### src/rtl/rca_drv_pkg.sv
// Shared types, default parameters and the reference-sum helper for the
// ripple-carry-adder operand driver and its golden model.
package rca_drv_pkg;

  typedef enum logic [1:0] {
    IDLE = 2'd0,
    WAIT = 2'd1,
    RESP = 2'd2
  } drv_state_e;

  localparam int DEF_N      = 4;
  localparam int DEF_SETTLE = 2;
  localparam int DEF_CNT_W  = 16;
  localparam int MAX_W      = 32;

  // Callers zero-extend operands to MAX_W and cast the result back to N+1 bits.
  function automatic logic [MAX_W:0] exp_sum(input logic [MAX_W-1:0] a,
                                             input logic [MAX_W-1:0] b,
                                             input logic             ci);
    return {1'b0, a} + {1'b0, b} + {{MAX_W{1'b0}}, ci};
  endfunction

endpackage

### src/rtl/rca_golden.sv
// Combinational reference adder: exp_o = A + B + Ci, N+1 bits wide.
module rca_golden
  import rca_drv_pkg::*;
#(
  parameter int N = DEF_N
) (
  input  logic [N-1:0] a_i,
  input  logic [N-1:0] b_i,
  input  logic         ci_i,
  output logic [N:0]   exp_o
);

  assign exp_o = (N+1)'(exp_sum(MAX_W'(a_i), MAX_W'(b_i), ci_i));

endmodule

### src/rtl/rca_op_driver.sv
// Initiator side of the ripple-carry-adder interface: accepts operand triples,
// drives the adder, samples S/Co after SETTLE cycles and returns the result.
// Optional golden check (out_err, err_cnt) is built when RCA_DRV_CHECK_EN is defined.
module rca_op_driver
  import rca_drv_pkg::*;
#(
  parameter int N      = DEF_N,
  parameter int SETTLE = DEF_SETTLE,
  parameter int CNT_W  = DEF_CNT_W
) (
  input  logic             clk,
  input  logic             rst,
  input  logic             in_valid,
  output logic             in_ready,
  input  logic [N-1:0]     in_a,
  input  logic [N-1:0]     in_b,
  input  logic             in_ci,
  output logic [N-1:0]     drv_a,
  output logic [N-1:0]     drv_b,
  output logic             drv_ci,
  input  logic [N-1:0]     mon_s,
  input  logic             mon_co,
  output logic             out_valid,
  input  logic             out_ready,
  output logic [N-1:0]     out_s,
  output logic             out_co,
  output logic             out_err,
  output logic [CNT_W-1:0] err_cnt
);

  localparam int CW = $clog2(SETTLE + 1);

  drv_state_e      state_q;
  logic [CW-1:0]   cnt_q;
  logic [N-1:0]    drv_a_q;
  logic [N-1:0]    drv_b_q;
  logic            drv_ci_q;
  logic            out_valid_q;
  logic [N-1:0]    out_s_q;
  logic            out_co_q;

  assign in_ready  = (state_q == IDLE);
  assign drv_a     = drv_a_q;
  assign drv_b     = drv_b_q;
  assign drv_ci    = drv_ci_q;
  assign out_valid = out_valid_q;
  assign out_s     = out_s_q;
  assign out_co    = out_co_q;

  // Transaction FSM; drv_* only move on an accept so the adder never glitches.
  always_ff @(posedge clk) begin
    if (rst) begin
      state_q     <= IDLE;
      cnt_q       <= {CW{1'b0}};
      drv_a_q     <= {N{1'b0}};
      drv_b_q     <= {N{1'b0}};
      drv_ci_q    <= 1'b0;
      out_valid_q <= 1'b0;
      out_s_q     <= {N{1'b0}};
      out_co_q    <= 1'b0;
    end else begin
      case (state_q)
        IDLE: begin
          if (in_valid) begin
            drv_a_q  <= in_a;
            drv_b_q  <= in_b;
            drv_ci_q <= in_ci;
            cnt_q    <= CW'(SETTLE);
            state_q  <= WAIT;
          end else begin
            state_q  <= IDLE;
          end
        end
        WAIT: begin
          cnt_q <= cnt_q - CW'(1);
          if (cnt_q == CW'(1)) begin
            out_s_q     <= mon_s;
            out_co_q    <= mon_co;
            out_valid_q <= 1'b1;
            state_q     <= RESP;
          end else begin
            state_q     <= WAIT;
          end
        end
        RESP: begin
          if (out_ready) begin
            out_valid_q <= 1'b0;
            state_q     <= IDLE;
          end else begin
            state_q     <= RESP;
          end
        end
        default: begin
          out_valid_q <= 1'b0;
          cnt_q       <= {CW{1'b0}};
          state_q     <= IDLE;
        end
      endcase
    end
  end

`ifdef RCA_DRV_CHECK_EN
  logic [N:0]       exp_s;
  logic             mismatch_s;
  logic             wait_exit_s;
  logic             out_err_q;
  logic [CNT_W-1:0] err_cnt_q;
  logic [CNT_W-1:0] err_cnt_d;

  rca_golden #(.N(N)) u_golden (
    .a_i  (drv_a_q),
    .b_i  (drv_b_q),
    .ci_i (drv_ci_q),
    .exp_o(exp_s)
  );

  assign mismatch_s  = ({mon_co, mon_s} != exp_s);
  assign wait_exit_s = (state_q == WAIT) && (cnt_q == CW'(1));
  assign out_err     = out_err_q;
  assign err_cnt     = err_cnt_q;

  // Saturating next value of the mismatch counter.
  always_comb begin
    err_cnt_d = err_cnt_q;
    if (wait_exit_s && mismatch_s && (err_cnt_q != {CNT_W{1'b1}})) begin
      err_cnt_d = err_cnt_q + CNT_W'(1);
    end else begin
      err_cnt_d = err_cnt_q;
    end
  end

  // Error flag and counter update only at the sampling edge.
  always_ff @(posedge clk) begin
    if (rst) begin
      out_err_q <= 1'b0;
      err_cnt_q <= {CNT_W{1'b0}};
    end else if (wait_exit_s) begin
      out_err_q <= mismatch_s;
      err_cnt_q <= err_cnt_d;
    end else begin
      out_err_q <= out_err_q;
      err_cnt_q <= err_cnt_q;
    end
  end
`else
  assign out_err = 1'b0;
  assign err_cnt = {CNT_W{1'b0}};
`endif

endmodule

### config.mk
export PLATFORM = sky130hd
export DESIGN_NAME = rca_op_driver
export DESIGN_NICKNAME = d
export VERILOG_FILES = /design/src/rtl/rca_drv_pkg.sv /design/src/rtl/rca_golden.sv /design/src/rtl/rca_op_driver.sv
export SDC_FILE = /design/constraint.sdc
export NUM_CORES = 1
export LEC_CHECK = 0
export BUFFER_PORTS_ARGS = -buffer_cell sky130_fd_sc_hd__buf_2
export CORE_ASPECT_RATIO = 1.5
export CORE_MARGIN = 8
export CORE_UTILIZATION = 43
export DETAILED_ROUTE_END_ITERATION = 7
export GPL_TIMING_DRIVEN = 0
export PLACE_DENSITY = 0.79
export SLEW_MARGIN = 20
export SYNTH_ARGS = -nofsm -noshare
export SYNTH_HDL_FRONTEND = slang
export SYNTH_SLANG_ARGS = --single-unit
export TNS_END_PERCENT = 1
### constraint.sdc
create_clock -name clk -period 3.7 [get_ports clk]
set_clock_uncertainty 0.15 [all_clocks]
set_input_delay 0.74 -clock clk [delete_from_list [all_inputs] [get_ports clk]]
set_output_delay 0.74 -clock clk [all_outputs]
set_load 0.03 [all_outputs]
== After elaboration in Yosys (flattened, before gate mapping) ==
Cells that the tools add are included.
Widths: inputs -> output; s select.

* Output and inout port bits: 33
* Input bits: 18
* Logic and storage cells: 31
* Register bits after elaboration: 19

* Bitwise operators: 2
* Add/subtract/negate cells: 1
* Reductions and logical operators: 5
* Eq/ne operators: 6
* Muxes and demuxes: 9

{| class="wikitable"
|+ Operator list
! kind !! number
|-
| $pmux 2 s3 || 2
|-
| $mux 2 || 3
|-
| $ne 2x2->1 const B || 3
|-
| $reduce_and 2->1 || 3
|-
| $eq 2x1->1 const B || 2
|-
| $mux 1 || 3
|-
| $pmux 1 s3 || 1
|-
| $reduce_and 3->1 || 1
|-
| $eq 2x2->1 const B || 1
|-
| $logic_not 2->1 || 1
|-
| $not 1->1 || 2
|-
| $sub 2x1->2 const B || 1
|}

== Logic depth before layout (Yosys ltp) ==
* Depth after elaboration: 3
* Depth in mapped cells: 5
* Mapped depth without buffers: 5

== Least setup slack after synthesis ==
OpenSTA, ideal clock, no wires.

* Kind: register -> output
* Start point: register state_q[0]
* End point: output in_ready
* Cell stages (with the launch flop): 3
* Arrival: 0.869 ns
* Required time: 2.810 ns
* Buffers on the path: 1
* Slack: 1.941 ns
* Cell sequence: dfxtp_1 > buf_6 > nor2_1

* Word-level cells in the longest chain between the ends: 1

{| class="wikitable"
|+ Ends and longest elaborated chain
! element !! RTL line !! RTL
|-
| start, declared || rca_op_driver.sv:33 || <nowiki>drv_state_e state_q;</nowiki>
|-
| start signal, assigned || rca_op_driver.sv:53 || <nowiki>state_q <= IDLE;</nowiki>
|-
| start signal, assigned || rca_op_driver.sv:69 || <nowiki>state_q <= WAIT;</nowiki>
|-
| start signal, assigned || rca_op_driver.sv:71 || <nowiki>state_q <= IDLE;</nowiki>
|-
| $logic_not 2->1 || rca_op_driver.sv:42 || <nowiki>assign in_ready = (state_q == IDLE);</nowiki>
|-
| end, declared || rca_op_driver.sv:14 || <nowiki>output logic in_ready,</nowiki>
|}

No other way between the ends.

== Final worst setup path ==
Ends and elaborated chain as after synthesis.

==> key figures <==
Global route
  – Pin count of the biggest net entering global routing: 11
  – Vias in the first global route: 737
  – Global-route wire length before repair: 3.077 mm
  – GRT Residual Overflow: 0
  – Tot GR Track Use: 10.37%
  – Antenna violations before repair: 0

Worst setup path
  – Worst flop-to-flop path startpoint: state_q[1]$_SDFF_PP0_
  – Worst Reg-to-Reg Cells: 5
  – CP required: 2.81 ns
  – Critical Path AT: 1.08 ns
  – Worst-path maximum fanout: 10
  – Flop-to-flop setup slack: 2.34 ns
  – CP Class: flip-flop to output port
  – Crit. End Element: output port
  – FF-to-FF End: drv_a[1]$_SDFFE_PP0P_
  – Critical Path Start Type: flip-flop

STA
  – Final setup vio count: 0
  – Hold Fails Final Rpt: 0
  – Final Critical Period: 1.967 ns
  – FMAX: 508.5 MHz
  – Final Max Tran Viols: 0
  – TNS Setup: 0 ns
  – Fin crit share: 53.15%
  – Setup ws final: 1.733 ns
  – RSZ-0062 raised after global routing: false

Routing
  – Initial DRC Count: 14
  – WL final: 1.948 mm
  – Drt first pass iters: 3
  – DRC Markers: 0
  – Antenna viol nets, final: 0
  – DR vias/cell: 4.349
  – WL/cell: 11.13 um
  – DR vias: 761

Synthesis
  – Sequential cell area fraction in the yosys report: 43.24%
  – Cell accounting for the most synthesized area: dfxtp_1
  – Yosys top cell area share: 43.24%
  – Synth warn: 0
  – Netlist cell types: 21
  – Synth Area per Inst: 8.709 um^2
  – Flop and latch count out of synthesis: 19
  – Synthesized cell area: 879.6 um^2
  – Syn Inst Count: 101
  – Top post-synthesis cells by area: dfxtp_1 (43%), buf_4 (15%), nand2_1 (8.5%), a21oi_1 (6.3%), mux2i_1 (5.7%)

Clock network
  – Hold_buf cts: 0
  – Clock Sinks: 19
  – Clock Tree Buf Depth: 2
  – CTS Buf Count: 3
  – Clock Root Buffer: clkbuf_4
  – Worst-Skew Late Latency: 0.29 ns
  – CTS H-tree lvls: 1
  – Clk slew on worst S/H paths: 0.10 ns
  – CTS resizes: 0
  – CTS tree: built
  – Setup bufs post-CTS: 0

Cells and area
  – Design area: 1154 um^2
  – Ant. Diodes: 0
  – Final Core Density: 58.35%
  – Share of layout cells above drive strength 1: 37.91%
  – Fin nets: 173
  – Filler Cell Count: 199
  – Layout area overhead: 31.15%

Floorplanning
  – Die height: 71.39 um
  – Die extent in x: 52.93 um
  – Die area: 3779 um^2
  – Num rows: 20
  – I/O pins: 51
  – Placeable Area: 1977 um^2
  – Initial Util: 44.49%

Outcome
  – Outcome: completed

Min path
  – Min-Delay Endpoint: drv_ci$_SDFFE_PP0P_
  – Hold Path Class: flip-flop to flip-flop
  – Hold path cells: 2
  – Hold Path Origin: drv_ci$_SDFFE_PP0P_

Power and ir drop
  – VDD IR-drop max: 0.0002012 V
  – PwrDens: 376.0 nW/um^2
  – Pwr Total: 0.4338 mW
  – P_leak: 0.6342 nW

Placement
  – DP Wirelength: 1.631 mm
  – Pre-CTS setup slack: 1.926 ns
  – Placer Congestion: 0.6488
  – Input/output buffers: 32
  – Placed instance area: 1127 um^2

Job
  – MaxCap Viol Count: 0
-- cell usage after synthesis, drive strengths merged --
master	number
or3b	1
nand3b	1
a2111oi	1
conb	1
ha	1
clkbuf	1
inv	2
nand2	20
a221oi	1
o21ai	1
nor2	10
a21oi	11
a31oi	1
buf	21
nand2b	2
mux2i	5
nor3b	2
dfxtp	19
-- sequential cells by signal (all words and copies together) (netlist names) --
name	cells
out_s	4
drv_a	4
out_valid	1
out_co	1
state_q	2
drv_ci	1
drv_b	4
cnt_q	2
-- through the flow --
| step | instances | hold slack [ns] |
|---|---|---|
| after CTS | 175 | 0.3110 |
| after floorplan | 117 | 0.3501 |
| final | 175 | 0.3054 |
| after detailed placement | 171 | 0.2960 |
| after global routing | 175 | 0.3299 |
| after global placement | 171 | 0.2898 |
-- cell usage in the layout (no fill, tap or decap) --
| cell type | n |
|---|---|
| buf_2 | 33 |
| nand2_1 | 20 |
| dfxtp_1 | 19 |
| buf_4 | 17 |
| conb_1 | 17 |
| a21oi_1 | 11 |
| nor2_1 | 10 |
| mux2i_1 | 5 |
| buf_6 | 3 |
| clkbuf_4 | 3 |
| inv_1 | 2 |
| clkbuf_1 | 2 |
| nand2b_1 | 2 |
| nand3b_2 | 1 |
| nor3b_4 | 1 |
| or3b_1 | 1 |
| a2111oi_0 | 1 |
| nor3b_1 | 1 |
| a31oi_1 | 1 |
| o21ai_0 | 1 |
| a221oi_1 | 1 |
| ha_1 | 1 |
-- layout make-up --
class	instances	area, um^2	share of cell area (%)
Multi-Input combinational cell	74	381.6	33.08
Sequential cell	19	380.4	32.97
Buffer	22	170.2	14.75
Timing Repair Buffer	32	160.2	13.88
Tap cell	22	27.53	2.386
Clock buffer	4	26.28	2.278
Inverter	2	7.507	0.6508
-- critical path, cell delays in order (launching register included) --
cell and delay, ns:
dfxtp_1 0.35, buf_6 0.15, nor2_1 0.09, buf_2 0.20
-- cells by family (layout without fill, tap and decap cells) --
kind of cell    count (synthesis)  count (layout)  synth area share (%)
compound gates                 15              15                 9.531
fa+ha+maj                       1               1                 1.422
other cells                     1              17                0.4263
flops                          19              19                 43.24
buf+inv                        24              60                 20.20
simple gates                   36              36                 19.49
mux                             5               5                 5.690
-- how the worst max path moves through the flow --
stage                                startpoint                    end  slack [ns]  cells after the start
after global placement                 in_valid  drv_a[3]$_SDFFE_PP0P_        1.94                      5
final                     state_q[0]$_SDFF_PP0_               in_ready        1.73                      3
after floorplan           state_q[0]$_SDFF_PP0_               in_ready        1.94                      2
after global routing      state_q[0]$_SDFF_PP0_               in_ready        1.68                      3
after detailed placement               in_valid  drv_a[3]$_SDFFE_PP0P_        1.93                      5
after CTS                 state_q[0]$_SDFF_PP0_               in_ready        1.71                      3
-- power by group --
part           switching, mW  internal [mW]
registers            0.00550          0.215
logic                 0.0694         0.0410
clock network         0.0607         0.0419
total                  0.136          0.298
-- per-layer routing --
metal	global-route usage, %	wire length (um)
met1	9.091	671
met2	18.59	1090
met3	3.934	154
met4	6.069	31
met5	0	0
(Power assumes the default switching activity.)
